[src/rtl/music_pkg.sv]
// Shared types and helpers for the melody playback controller.
package music_pkg;

  localparam int unsigned NOTE_W_DEF = 4;
  localparam int unsigned NOTE_REST  = 0;
  localparam int unsigned PRESC_W    = 23;

  typedef enum logic [2:0] {
    ST_IDLE,
    ST_FETCH,
    ST_PLAY,
    ST_PAUSED,
    ST_DONE
  } state_e;

  typedef enum logic [1:0] {
    TEMPO_BASE = 2'd0,
    TEMPO_X2   = 2'd1,
    TEMPO_X4   = 2'd2,
    TEMPO_HALF = 2'd3
  } tempo_e;

  // Terminal prescaler count for a tempo code; never below 0 even for tiny bases.
  function automatic logic [PRESC_W-1:0] step_last(input int unsigned base,
                                                   input logic [1:0] sel);
    int unsigned len;
    case (sel)
      TEMPO_X2:   len = base / 2;
      TEMPO_X4:   len = base / 4;
      TEMPO_HALF: len = base * 2;
      default:    len = base;
    endcase
    if (len == 0) len = 1;
    return PRESC_W'(len - 1);
  endfunction

endpackage

[src/rtl/step_timer.sv]
// Tempo-scaled step prescaler: counts 0..Pt-1 and ticks on the terminal count.
module step_timer
  import music_pkg::*;
#(
  parameter int unsigned CLK_HZ        = 5000000,
  parameter int unsigned STEPS_PER_SEC = 4
) (
  input  logic       clk_i,
  input  logic       nrst_i,
  input  logic       clr_i,
  input  logic       freeze_i,
  input  logic [1:0] tempo_sel_i,
  output logic       tick_o
);

  localparam int unsigned BASE = CLK_HZ / STEPS_PER_SEC;

  logic [1:0]         tempo_q;
  logic [PRESC_W-1:0] cnt_q, cnt_d, last;

  // ">=" rather than "==" so a tempo change that strands the count past the new
  // terminal value still ticks on the following cycle.
  always_comb begin
    last   = step_last(BASE, tempo_q);
    tick_o = !clr_i && !freeze_i && (cnt_q >= last);
    cnt_d  = cnt_q;
    if (clr_i)          cnt_d = '0;
    else if (tick_o)    cnt_d = '0;
    else if (!freeze_i) cnt_d = cnt_q + 1'b1;
  end

  always_ff @(posedge clk_i or negedge nrst_i) begin
    if (!nrst_i) begin
      tempo_q <= '0;
      cnt_q   <= '0;
    end else begin
      tempo_q <= tempo_sel_i;
      cnt_q   <= cnt_d;
    end
  end

endmodule

[src/rtl/music_ctrl.sv]
// Melody sequencer and key/melody note arbiter for the shared tone generator.
module music_ctrl
  import music_pkg::*;
#(
  parameter int unsigned CLK_HZ        = 5000000,
  parameter int unsigned STEPS_PER_SEC = 4,
  parameter int unsigned SONG_LEN      = 16,
  parameter int unsigned NOTE_W        = NOTE_W_DEF
) (
  input  logic              clk,
  input  logic              nrst,
  input  logic              start,
  input  logic              stop,
  input  logic              pause,
  input  logic              loop_en,
  input  logic [1:0]        tempo_sel,
  input  logic [NOTE_W-1:0] key_note,
  output logic [4:0]        rom_addr,
  input  logic [NOTE_W-1:0] rom_note,
  output logic [NOTE_W-1:0] note,
  output logic              speak,
  output logic              busy,
  output logic              done
);

  localparam logic [4:0] LAST_ADDR = 5'(SONG_LEN - 1);

  state_e            state_q;
  logic [4:0]        rom_addr_q;
  logic [NOTE_W-1:0] song_note_q;
  logic [NOTE_W-1:0] note_q;

  logic key_held, start_evt, pause_evt;
  logic timer_clr, timer_freeze, tick;

  always_comb begin
    key_held  = (key_note != NOTE_W'(NOTE_REST));
    start_evt = start && !stop;
    pause_evt = pause && !stop && !start;
    timer_clr = (state_q == ST_FETCH) || start_evt;
    // The pause cycle itself is frozen so the resumed step keeps the exact remaining count.
    timer_freeze = key_held
                || (state_q == ST_IDLE) || (state_q == ST_PAUSED) || (state_q == ST_DONE)
                || ((state_q == ST_PLAY) && pause_evt);
  end

  step_timer #(
    .CLK_HZ        (CLK_HZ),
    .STEPS_PER_SEC (STEPS_PER_SEC)
  ) u_timer (
    .clk_i       (clk),
    .nrst_i      (nrst),
    .clr_i       (timer_clr),
    .freeze_i    (timer_freeze),
    .tempo_sel_i (tempo_sel),
    .tick_o      (tick)
  );

  always_ff @(posedge clk or negedge nrst) begin
    if (!nrst) begin
      state_q     <= ST_IDLE;
      rom_addr_q  <= '0;
      song_note_q <= '0;
      note_q      <= '0;
    end else begin
      if (key_held)
        note_q <= key_note;
      else if ((state_q == ST_FETCH) || (state_q == ST_PLAY))
        note_q <= song_note_q;
      else
        note_q <= NOTE_W'(NOTE_REST);

      if (stop) begin
        state_q     <= ST_IDLE;
        rom_addr_q  <= '0;
        song_note_q <= '0;
      end else if (start) begin
        state_q    <= ST_FETCH;
        rom_addr_q <= '0;
      end else begin
        case (state_q)
          ST_IDLE: song_note_q <= '0;
          ST_FETCH: begin
            song_note_q <= rom_note;
            state_q     <= ST_PLAY;
          end
          ST_PLAY: begin
            if (pause) begin
              state_q <= ST_PAUSED;
            end else if (tick) begin
              if (rom_addr_q == LAST_ADDR) begin
                if (loop_en) begin
                  rom_addr_q <= '0;
                  state_q    <= ST_FETCH;
                end else begin
                  song_note_q <= '0;
                  state_q     <= ST_DONE;
                end
              end else begin
                rom_addr_q <= rom_addr_q + 1'b1;
                state_q    <= ST_FETCH;
              end
            end
          end
          ST_PAUSED: if (pause) state_q <= ST_PLAY;
          ST_DONE: begin
            song_note_q <= '0;
            rom_addr_q  <= '0;
            state_q     <= ST_IDLE;
          end
          default: state_q <= ST_IDLE;
        endcase
      end
    end
  end

  always_comb begin
    rom_addr = rom_addr_q;
    note     = note_q;
    speak    = (note_q != NOTE_W'(NOTE_REST));
    busy     = (state_q == ST_FETCH) || (state_q == ST_PLAY) || (state_q == ST_PAUSED);
    done     = (state_q == ST_DONE);
  end

endmodule

[config.mk]
export PLATFORM = sky130hd
export DESIGN_NAME = music_ctrl
export DESIGN_NICKNAME = d
export VERILOG_FILES = /design/src/rtl/music_pkg.sv /design/src/rtl/step_timer.sv /design/src/rtl/music_ctrl.sv
export SDC_FILE = /design/constraint.sdc
export NUM_CORES = 1
export LEC_CHECK = 0
export BUFFER_PORTS_ARGS = -buffer_cell sky130_fd_sc_hd__buf_2
export CORE_MARGIN = 8
export CORE_UTILIZATION = 60
export CTS_CLUSTER_SIZE = 10
export DETAILED_ROUTE_END_ITERATION = 16
export PLACE_DENSITY = 0.84
export SLEW_MARGIN = 20
export SYNTH_ARGS = -nofsm -noshare
export SYNTH_HDL_FRONTEND = slang
export SYNTH_SLANG_ARGS = --single-unit
export TNS_END_PERCENT = 30
[constraint.sdc]
create_clock -name clk -period 4.9 [get_ports clk]
set_input_delay 1.47 -clock clk [delete_from_list [all_inputs] [get_ports clk]]
set_output_delay 1.47 -clock clk [all_outputs]
set_load 0.1 [all_outputs]
==> reports/metrics.cfg <==
[run_status]
status=completed

[pwr]
switching_power_mw=0.1988
p_leak_nw=1.411
netSwitchingFraction_pct=27.49
power_frac_seq_pct=48.1
clock_power_share_pct=38.7
share_comb_of_total_power_pct=13.2
power_density_mw_per_mm2=221.8
ir_worst_vdd_mv=0.1354
internal_power_mw=0.5243
total_power_mw=0.7231

[setup_path]
r2r_slack_ps=1450
cp-start-kind=primary input
critPathCaptureType=register
crit_fanout=14
critical_path_arrival_ps=3670
path_class=in -> reg
rr_worst_depth=12
critPathRequiredTime_ps=5120

[cts]
cts_sinks=41
cts_buffers=5
cts_root_buffer=clkbuf_8
post_cts_resize_count=0
insertion_delay_ps=300
cts_tree=done
postCtsSetupRepairBufs=0
clkSlewWorstSetupHoldPaths_ps=80
htree_levels=2
cts_buffer_depth=2
ctsHoldBuffers=0

[yosys]
synth_area_leaders=dfrtp_1 34%, ha_1 13%, a31oi_1 4.6%, nand2_1 4.5%, a21oi_1 3.7%
synth_area_mm2=0.002997
synth-main-ff-cell=dfrtp_1
synth_common_cells=41 x dfrtp_1, 36 x nand2_1, 32 x ha_1
avgSynthCellArea_um2=8.661
ys_ff_latch=41
yosys.area.top_type_share_pct=34.24
syn_nets=394
syn_inst=346
netlist-cell-type-count=58
ys_seq_area_share_pct=34.24
synth_edf_count=0
yosysMostFrequentCell=dfrtp_1
async_flop_share_pct=100.0
yosys_warnings=0
yosys.area.top_type=dfrtp_1

[timing]
clock_skew_ps=3.766
setup_viol=0
hold_viol=0
period_share_pct=70.40
worst_pin_slew_ps=936.8
fin_crit_ps=3449
worst_slack_ps=1451
rsz0062_at_grt=no
max-slew-margin-rel_pct=37.55
worst_hold_slack_ps=484.2
fin_setup_tns_ps=0
report.final.slew_viol_count=0
timing.fmax_mhz=289.9

[global_route]
grt-busiest-layer=met2
grt_antenna_before_repair=0
grt_first_pass_wirelength_um=12130
grtUsageTotal_pct=19.64
use_met1_pct=23.43
grt_pass1_vias=2696
overflow=0
grt_start_max_net_pins=43
grt_util_met2_pct=33.26
met3_usage_pct=4.442

[route]
avgRoutedWirePerCell_um=15.77
ant_nets=0
viasPerCell=6.113
dr.pass1.iters=5
routed_wl_um=6859
drt_iter0_markers=242
vias=2659
drc=0

[placement]
gp_congestion=0.8614
port_buffers=27
dp_hpwl_um=5073
dp_slack_ps=1133

[floorplanning]
die_y_um=86.67
num_rows=25
initial_core_util_pct=62.61
die_w_um=86.67
ioPinCount=28
core-area_mm2=0.004786
dieArea_mm2=0.007512

[finish]
area_delta_synth_final_pct=8.768
layout.nets=415
drive_above_1_share_pct=13.32
antenna_cells=0
final_core_utilization_pct=68.10

[run]
max_cap_violations=0

[min_path]
hp-class=reg -> reg
whs_path_depth=1

[per-layer routing]
metal	vias to the layer above	part of all wire, %
met5	-	0
met4	0	1.5
met1	1276	45
li1	1316	-
met3	12	3.5
met2	55	50
[final cells by class]
| cell class | count | area, um^2 |
|---|---|---|
| inverters | 22 | 82.58 |
| fillers | 378 | 1526 |
| flip-flops and latches | 41 | 1026 |
| clock inverters | 2 | 38.79 |
| multi-input cells | 268 | 1805 |
| clock buffers | 6 | 72.57 |
| repair buffers | 29 | 150.1 |
| well taps | 67 | 83.83 |
[cells in the final DEF, fill, tap and decap left out, types with 4 or more instances in the layout]
cell      Yosys  routed
a211oi_1      4       4
a21oi_1      22      22
a31oi_1      22      22
a41oi_1       4       4
and3_1        4       4
buf_2         5      27
clkbuf_8      1       5
dfrtp_1      41      41
ha_1         32      32
inv_1        22      22
mux2i_1       5       5
nand2_1      36      36
nand2b_1      5       5
nand3_1      16      16
nand3b_1      8       8
nand4_1       5       5
nor2_1       21      21
nor3_1       12      12
o21ai_0      11      11
o22ai_1       4       4
or4_1         4       4
[registers in the layout (all words and copies together) (netlist names)]
register         cells
song_note_q          4
note                 4
rom_addr             5
u_timer.cnt_q       23
u_timer.tempo_q      2
state_q              3
[cell families (layout without fill, tap and decap cells)]
kind of cell | Yosys count | in the layout | share of synthesized area (%)
XOR/XNOR | 4 | 4 | 1.169
adder cells (fa/ha/maj) | 32 | 32 | 13.36
buffers and inverters | 37 | 59 | 5.511
other | 2 | 2 | 0.2506
multiplexers | 5 | 5 | 1.670
AO/OA/AOI/OAI | 93 | 93 | 20.71
AND/OR/NAND/NOR | 132 | 132 | 23.09
flip-flops | 41 | 41 | 34.24
[through the flow]
step                      cells  instance area [um^2]
final                       435                  3259
after global routing        435                  3259
after CTS                   435                  3259
after floorplan             346                  2997
after detailed placement    427                  3148
after global placement      427                  3148
[power by group through the flow]
stage	Combinational, mW	Sequential (mW)	Clock [mW]
after CTS	0.0959	0.348	0.281
final	0.0956	0.348	0.280
after detailed placement	0.0954	0.354	0
after global routing	0.106	0.348	0.298
after floorplan	0.0564	0.365	0
after global placement	0.0929	0.354	0
[final timing paths]
path | endpoint | from
min reg2reg | note[2] | song_note_q[2]
max in group asynchronous | u_timer.cnt_q[11] | nrst
max reg2reg | song_note_q[3] | u_timer.tempo_q[0]
min in group asynchronous | u_timer.cnt_q[7] | nrst
min | note[2] | song_note_q[2]
max | u_timer.cnt_q[5] | key_note[0]
[critical path, stage by stage]
cell and delay, ps:
buf_2 110, or4_4 530, or2_4 260, nor3_2 630
buf_4 320, a41oi_1 130, a31oi_1 210
No activity file was read; power rests on OpenSTA's default activity.
